### src/rtl/path_recorder_pkg.sv
// rtl/path_recorder_pkg.sv - shared types, constants and helpers for the path recorder
package path_recorder_pkg;

  localparam int DEFAULT_DEPTH = 50;

  typedef enum logic [1:0] {
    UP    = 2'b00,
    RIGHT = 2'b01,
    DOWN  = 2'b10,
    LEFT  = 2'b11
  } dir_e;

  typedef enum logic [2:0] {
    ST_IDLE,
    ST_PUSH,
    ST_GAP,
    ST_POP,
    ST_WAIT,
    ST_EMIT
  } state_e;

  // Opposite directions differ only in the upper bit.
  function automatic dir_e inv_dir(input dir_e d);
    return dir_e'(d ^ 2'b10);
  endfunction

endpackage

### src/rtl/path_recorder.sv
// rtl/path_recorder.sv - move-history stack initiator: push strobes, undo/inverse-move, occupancy
// Optional rewind-all support is built when PATH_RECORDER_REWIND_EN is defined.
module path_recorder
  import path_recorder_pkg::*;
#(
  parameter int DEPTH = DEFAULT_DEPTH,
  parameter int DW    = 2,
  localparam int CW   = $clog2(DEPTH + 1)
) (
  input  logic          clk,
  input  logic          rst,
  input  logic          en,
  input  logic          move_valid,
  input  logic [DW-1:0] move_dir,
  output logic          move_ready,
  input  logic          undo_req,
  output logic          undo_valid,
  output logic [DW-1:0] undo_dir,
  output logic [CW-1:0] depth,
  output logic          full,
  output logic          empty,
  input  logic          rewind_req,
  output logic          rewind_busy,
  output logic          stk_en,
  output logic          stk_push,
  output logic [DW-1:0] stk_push_val,
  output logic          stk_pop,
  input  logic [DW-1:0] stk_pop_val
);

  localparam logic [CW-1:0] DEPTH_C = CW'(DEPTH);

  state_e        state_q, state_d;
  logic [CW-1:0] depth_q, depth_d;
  logic          full_q, full_d;
  logic          empty_q, empty_d;
  logic          push_q, push_d;
  logic          pop_q, pop_d;
  logic          uv_q, uv_d;
  logic          rew_q, rew_d;
  logic [DW-1:0] pval_q, pval_d;
  logic [DW-1:0] udir_q, udir_d;

  logic rew_req_en;
  logic idle;
  logic rew_go;
  logic undo_go;
  logic move_go;

`ifdef PATH_RECORDER_REWIND_EN
  assign rew_req_en  = rewind_req;
  assign rewind_busy = rew_q;
`else
  logic unused_rewind;
  assign unused_rewind = rewind_req;
  assign rew_req_en    = 1'b0;
  assign rewind_busy   = 1'b0;
`endif

  assign idle       = (state_q == ST_IDLE);
  assign move_ready = idle & en & ~full_q & ~undo_req & ~rew_req_en;
  assign rew_go     = idle & en & rew_req_en & ~empty_q;
  assign undo_go    = idle & en & undo_req & ~empty_q & ~rew_go;
  assign move_go    = move_valid & move_ready;
  assign stk_en     = en | ~idle;

  always_comb begin
    state_d = state_q;
    depth_d = depth_q;
    pval_d  = pval_q;
    udir_d  = udir_q;
    rew_d   = rew_q;
    case (state_q)
      ST_IDLE: begin
        if (rew_go) begin
          state_d = ST_POP;
          rew_d   = 1'b1;
        end else if (undo_go) begin
          state_d = ST_POP;
        end else if (move_go) begin
          state_d = ST_PUSH;
          pval_d  = move_dir;
        end
      end
      ST_PUSH: begin
        depth_d = depth_q + CW'(1);
        state_d = ST_GAP;
      end
      // The stack is edge-triggered, so each strobe needs a low cycle after it.
      ST_GAP:  state_d = ST_IDLE;
      ST_POP: begin
        depth_d = depth_q - CW'(1);
        state_d = ST_WAIT;
      end
      ST_WAIT: begin
        udir_d  = DW'(inv_dir(dir_e'(stk_pop_val[1:0])));
        state_d = ST_EMIT;
      end
      ST_EMIT: begin
        if (rew_q && depth_q != '0) begin
          state_d = ST_POP;
        end else begin
          state_d = ST_IDLE;
          rew_d   = 1'b0;
        end
      end
      default: state_d = ST_IDLE;
    endcase
  end

  // Strobes and flags are registered decodes of the state being entered.
  always_comb begin
    push_d  = (state_d == ST_PUSH);
    pop_d   = (state_d == ST_POP);
    uv_d    = (state_d == ST_EMIT);
    full_d  = (depth_d == DEPTH_C);
    empty_d = (depth_d == '0);
  end

  always_ff @(posedge clk) begin
    if (rst) begin
      state_q <= ST_IDLE;
      depth_q <= '0;
      full_q  <= 1'b0;
      empty_q <= 1'b1;
      push_q  <= 1'b0;
      pop_q   <= 1'b0;
      uv_q    <= 1'b0;
      rew_q   <= 1'b0;
      pval_q  <= '0;
      udir_q  <= '0;
    end else begin
      state_q <= state_d;
      depth_q <= depth_d;
      full_q  <= full_d;
      empty_q <= empty_d;
      push_q  <= push_d;
      pop_q   <= pop_d;
      uv_q    <= uv_d;
      rew_q   <= rew_d;
      pval_q  <= pval_d;
      udir_q  <= udir_d;
    end
  end

  assign depth        = depth_q;
  assign full         = full_q;
  assign empty        = empty_q;
  assign stk_push     = push_q;
  assign stk_push_val = pval_q;
  assign stk_pop      = pop_q;
  assign undo_valid   = uv_q;
  assign undo_dir     = udir_q;

endmodule

### config.mk
export PLATFORM = sky130hd
export DESIGN_NAME = path_recorder
export DESIGN_NICKNAME = d
export VERILOG_FILES = /design/src/rtl/path_recorder_pkg.sv /design/src/rtl/path_recorder.sv
export SDC_FILE = /design/constraint.sdc
export NUM_CORES = 1
export LEC_CHECK = 0
export CAP_MARGIN = 20
export CORE_MARGIN = 3
export CORE_UTILIZATION = 30
export CTS_BUF_LIST = sky130_fd_sc_hd__clkbuf_16
export DETAILED_ROUTE_END_ITERATION = 8
export GPL_TIMING_DRIVEN = 0
export HOLD_SLACK_MARGIN = 0.15
export PLACE_DENSITY = 0.58
export SLEW_MARGIN = 20
export SYNTH_ARGS = -nofsm -noshare
export SYNTH_HDL_FRONTEND = slang
export SYNTH_SLANG_ARGS = --single-unit
### constraint.sdc
create_clock -name clk -period 2.6 [get_ports clk]
set_input_delay 0.26 -clock clk [delete_from_list [all_inputs] [get_ports clk]]
set_output_delay 0.26 -clock clk [all_outputs]
set_load 0.02 [all_outputs]
# Word level (Yosys, flattened, before mapping)

Index checks and enable logic that the tools add are counted.
Widths: inputs -> output; s select.

Reductions and logical operators: 3
Bitwise operators: 13
Add/sub/neg operators: 2
Mux-type cells: 4
Eq/ne operators: 7

Operator list:

| operator            | number |
|---|---|
| $pmux 3 s4          | 1 |
| $pmux 6 s2          | 1 |
| $add 6x1->6 const B | 1 |
| $and 1x1->1         | 6 |
| $eq 3x1->1 const B  | 2 |
| $eq 3x2->1 const B  | 2 |
| $eq 3x3->1 const B  | 2 |
| $eq 6x6->1 const B  | 1 |
| $logic_not 6->1     | 1 |
| $mux 3              | 2 |
| $not 1->1           | 6 |
| $sub 6x1->6 const B | 1 |
| $logic_not 3->1     | 1 |
| $reduce_and 3->1    | 1 |
| $or 1x1->1          | 1 |

Input bits: 10
Output and inout bits: 18
Word-level logic and storage cells: 38
Register bits: 18

# Depth between registers and ports, before layout

Depth after elaboration: 9
Gate-level depth with buffers: 8
Depth with buffers taken out: 7

# Least setup slack after synthesis

Ideal clock, no wire load.

Path type: reg-to-reg
Start point: reg state_q[0]
End point: reg empty_q (netlist: empty)
Clock period less this slack: 2.125 ns
Cell stages (with the launch flop): 8
Data arrival time: 2.024 ns
Path slack: 0.475 ns
Path buffers: 0
Data required time: 2.499 ns
Library setup time: 0.101 ns
Path through: dfxtp_1 > and3b_1 > ha_1 > a211oi_2 > nor2_1 > xor2_1 > o31a_1 > o41ai_1

Word-level cells in the longest chain between the ends: 3
Elaborated cells between the ends (all ways): 4
Classes of those cells: 2 x eq/ne; 1 x mux; 1 x reduce/logical

RTL lines:

| element                                         | line                 | RTL |
|---|---|---|
| from (decl)                                     | path_recorder.sv:33  | `state_e state_q, state_d;` |
| from (signal assigned)                          | path_recorder.sv:133 | `state_q <= state_d;` |
| $eq 3x2->1 / $eq 3x1->1 (equally long branches) | path_recorder.sv:73  | `case (state_q)` |
| $pmux 6 s2 *                                    | path_recorder.sv:73  |  |
| $logic_not 6->1 *                               | path_recorder.sv:117 | `empty_d = (depth_d == '0);` |
| to (signal assigned)                            | path_recorder.sv:136 | `empty_q <= empty_d;` |
| to (decl)                                       | path_recorder.sv:36  | `logic empty_q, empty_d;` |

Every way passes the cells marked *; elsewhere a longest branch is shown, timed or not.
A chain may end at the register's enable or synchronous reset.

# Worst setup path in the final report

Same ends and word-level chain as after synthesis.

==> impl_metrics.csv <==
group,metric,value,unit
outcome,outcome,"finished, final reports clean",
routing,antenna_left,0,
timing,fin_crit_sh,0.925,
die,fp.dieH,61.3,um
timing,slew_violations,0,
timing,final_hold_viol_count,0,
clock_network,post_cts_buffers,0,
routing,drcViolationCount,0,
timing,max_slew_margin,0.660,
critical_path,r2r-start,"state_q[0]",
routing,firstDrtPassIters,4,
grt,grt_max_degree,11,
hold_path,hp-class,"flop to flop",
cells_and_area,layout.cells.most_common_list,"clkdlybuf4s50_1, dfxtp_1, nor2_1",
grt,grt_usage,0.129,
synth,ys_ff_latch,18,
routing,totalWireLength,2.12,mm
die,dieWidth,61.3,um
synth,synth-edff-count,0,
synth,synth-seq-area-share,0.392,
grt,antenna_found_initial,0,
clock_network,clkTransAtPathRegs,0.05,ns
clock_network,max-clock-path-buffers,2,
critical_path,worstSetupEndpoint,"empty",
clock_network,clock_latency,0.25,ns
critical_path,end_kind,"flop",
hold_path,hold_path_depth,1,
clock_network,clock-sinks,18,
synth,synth_fp_nets,113,
power_and_ir_drop,peakVddDrop,0.316,mV
critical_path,reg2reg_slack,0.19,ns
critical_path,r2r-end,"empty",
synth,syn_area,918,um^2
timing,worst_pin_slew,0.508,ns
critical_path,critPathRequiredTime,2.74,ns
clock_network,ctsResizeCount,0,
die,coreArea,2830,um^2
timing,fin_tns_setup,0,ns
synth,synthArstFlopShare,0,
power_and_ir_drop,p_leak,0.507,nW
power_and_ir_drop,p_total,685,uW
timing,clock.fmax,416,MHz
synth,ys_types,41,
critical_path,cpPeakStageDelay,0.46,ns
place,port_buffers,25,
timing,setup_violations,0,
critical_path,cp_max_fo,8,
synth,syn_avg_cell_area,9.37,um^2
critical_path,path_cells,"and3b_2 > ha_1 > a211oi_2 > nor2_1 > xor2_1 > o31a_1 > o41ai_1",
clock_network,htreeDepth,1,
timing,fin_crit,2.41,ns
critical_path,path_depth,7,
routing,avgRoutedWirePerCell,13.5,um
critical_path,critPathKind,"flop to flop",
die,die-area,3760,um^2
critical_path,crit_slowest_cell,"dfxtp_1",
place,dp_hpwl,1.56,mm
grt,grt_overflow,0,
clock_network,cts_tree,"yes",
cells_and_area,syn_to_final_growth,39.8,%
timing,fin_worst_skew,0.000951,ns
synth,ys_warn_count,0,
timing,holdWs,0.444,ns
timing,rsz0062_at_grt,"no",
grt,grt_pass1_wl,3.53,mm
place,finalWeightedCongestion,0.800,
critical_path,critPathTopFamily,"compound AO/OA/AOI/OAI gates",
die,num_io_pins,28,
clock_network,root_buffer,"clkbuf_16",
die,rows,19,
routing,vias,825,
clock_network,cts_hold_buf,0,
cells_and_area,drive_gt1_frac,0.119,
critical_path,worst-path-buf-inv,0,
cells_and_area,diodes,0,
critical_path,cp.arrival,2.55,ns
synth,syn_inst,98,
synth,ys.flop_type,"dfxtp_1",
routing,vias_per_cell,5.25,
grt,grt_pass1_vias,789,
routing,drt-initial-drc-count,25,
critical_path,rr_worst_depth,7,
clock_network,cts_made_buffers,3,
job,maxCapViolations,0,
cells_and_area,layout_commonest_cell,"clkdlybuf4s50_1",
power_and_ir_drop,power_density,533,nW/um^2
cells_and_area,nets,143,
critical_path,startpoint,"state_q[0]",
critical_path,start_kind,"flop",
cells_and_area,fillerInstances,279,
die,initial_core_util,0.325,
[Yosys cell counts, types with 2 or more instances]
cell | instances | area (um^2)
a21oi_1 | 6 | 30.0
buf_2 | 2 | 10.0
dfxtp_1 | 18 | 360
ha_1 | 4 | 50.1
mux2i_1 | 2 | 20.0
nand2_1 | 8 | 30.0
nand3_1 | 2 | 10.0
nor2_1 | 12 | 45.0
nor3_1 | 4 | 20.0
nor3b_1 | 2 | 15.0
nor4_1 | 4 | 25.0
nor4b_1 | 2 | 17.5
o31a_1 | 2 | 17.5
xnor2_1 | 2 | 17.5
xor2_1 | 2 | 17.5
[kinds of logic after synthesis]
group | Yosys count | synth area share
AOI/OAI and AO/OA | 18 | 0.149
other | 1 | 0.00408
DFF | 18 | 0.392
adders and majority gates | 5 | 0.0763
buffers and inverters | 6 | 0.0395
xor gates and xnor gates | 4 | 0.0382
and+or+nand+nor | 43 | 0.267
muxes | 3 | 0.0341
[worst reg2reg max path: stages, from the launching register on]
cell	delay [ns]
dfxtp_1	0.46
and3b_2	0.33
ha_1	0.27
a211oi_2	0.31
nor2_1	0.11
xor2_1	0.17
o31a_1	0.32
o41ai_1	0.32
[per-stage QoR]
step | std cells | worst slack [ns] | util | area, um^2
global placement | 154 | 0.173 | 0.427 | 1210
global route | 157 | 0.00370 | 0.454 | 1280
floorplan | 98 | 0.475 | - | 918
detailed placement | 154 | 0.130 | 0.427 | 1210
CTS | 157 | 0.0592 | 0.453 | 1280
finish | 157 | 0.194 | 0.454 | 1280
[state kept, by name (all words and copies together), names as in the netlist]
signal	flops
stk_push_val	2
stk_push	1
undo_valid	1
undo_dir	2
stk_pop	1
state_q	3
depth	6
full	1
empty	1
[per-layer routing]
layer	routed length, um	up-vias	share of wire	track usage
li1	-	407	-	-
met1	944	387	0.44	0.150
met2	974	26	0.46	0.207
met3	159	5	0.075	0.0482
met4	44	0	0.021	0.0636
met5	0	-	0	0
[power breakdown]
part / switching (mW) / internal [mW] / leakage [nW]
sequential: 0.00738 / 0.284 / 0.146
clock: 0.101 / 0.202 / 0.0370
combinational: 0.0447 / 0.0458 / 0.325
[final cells by class]
| type | count | area, um^2 | share of cell area |
|---|---|---|---|
| sequential | 18 | 360 | 0.281 |
| timing repair buffer | 25 | 250 | 0.195 |
| inverter | 1 | 3.75 | 0.00292 |
| tap | 31 | 38.8 | 0.0302 |
| buffer | 5 | 32.5 | 0.0253 |
| clock buffer | 3 | 75.1 | 0.0585 |
| multi-input combinational | 74 | 523 | 0.407 |
[worst min-delay path by stage]
| stage | end | start | slack (ns) |
|---|---|---|---|
| after floorplan | state_q[0] | rst | 0.33 |
| after global placement | stk_push_val[1] | stk_push_val[1] | 0.44 |
| after detailed placement | stk_pop | empty | 0.44 |
| after CTS | stk_pop | empty | 0.45 |
| after global routing | stk_pop | empty | 0.46 |
| final | stk_pop | empty | 0.44 |
Power figures use the tool's default switching activity.
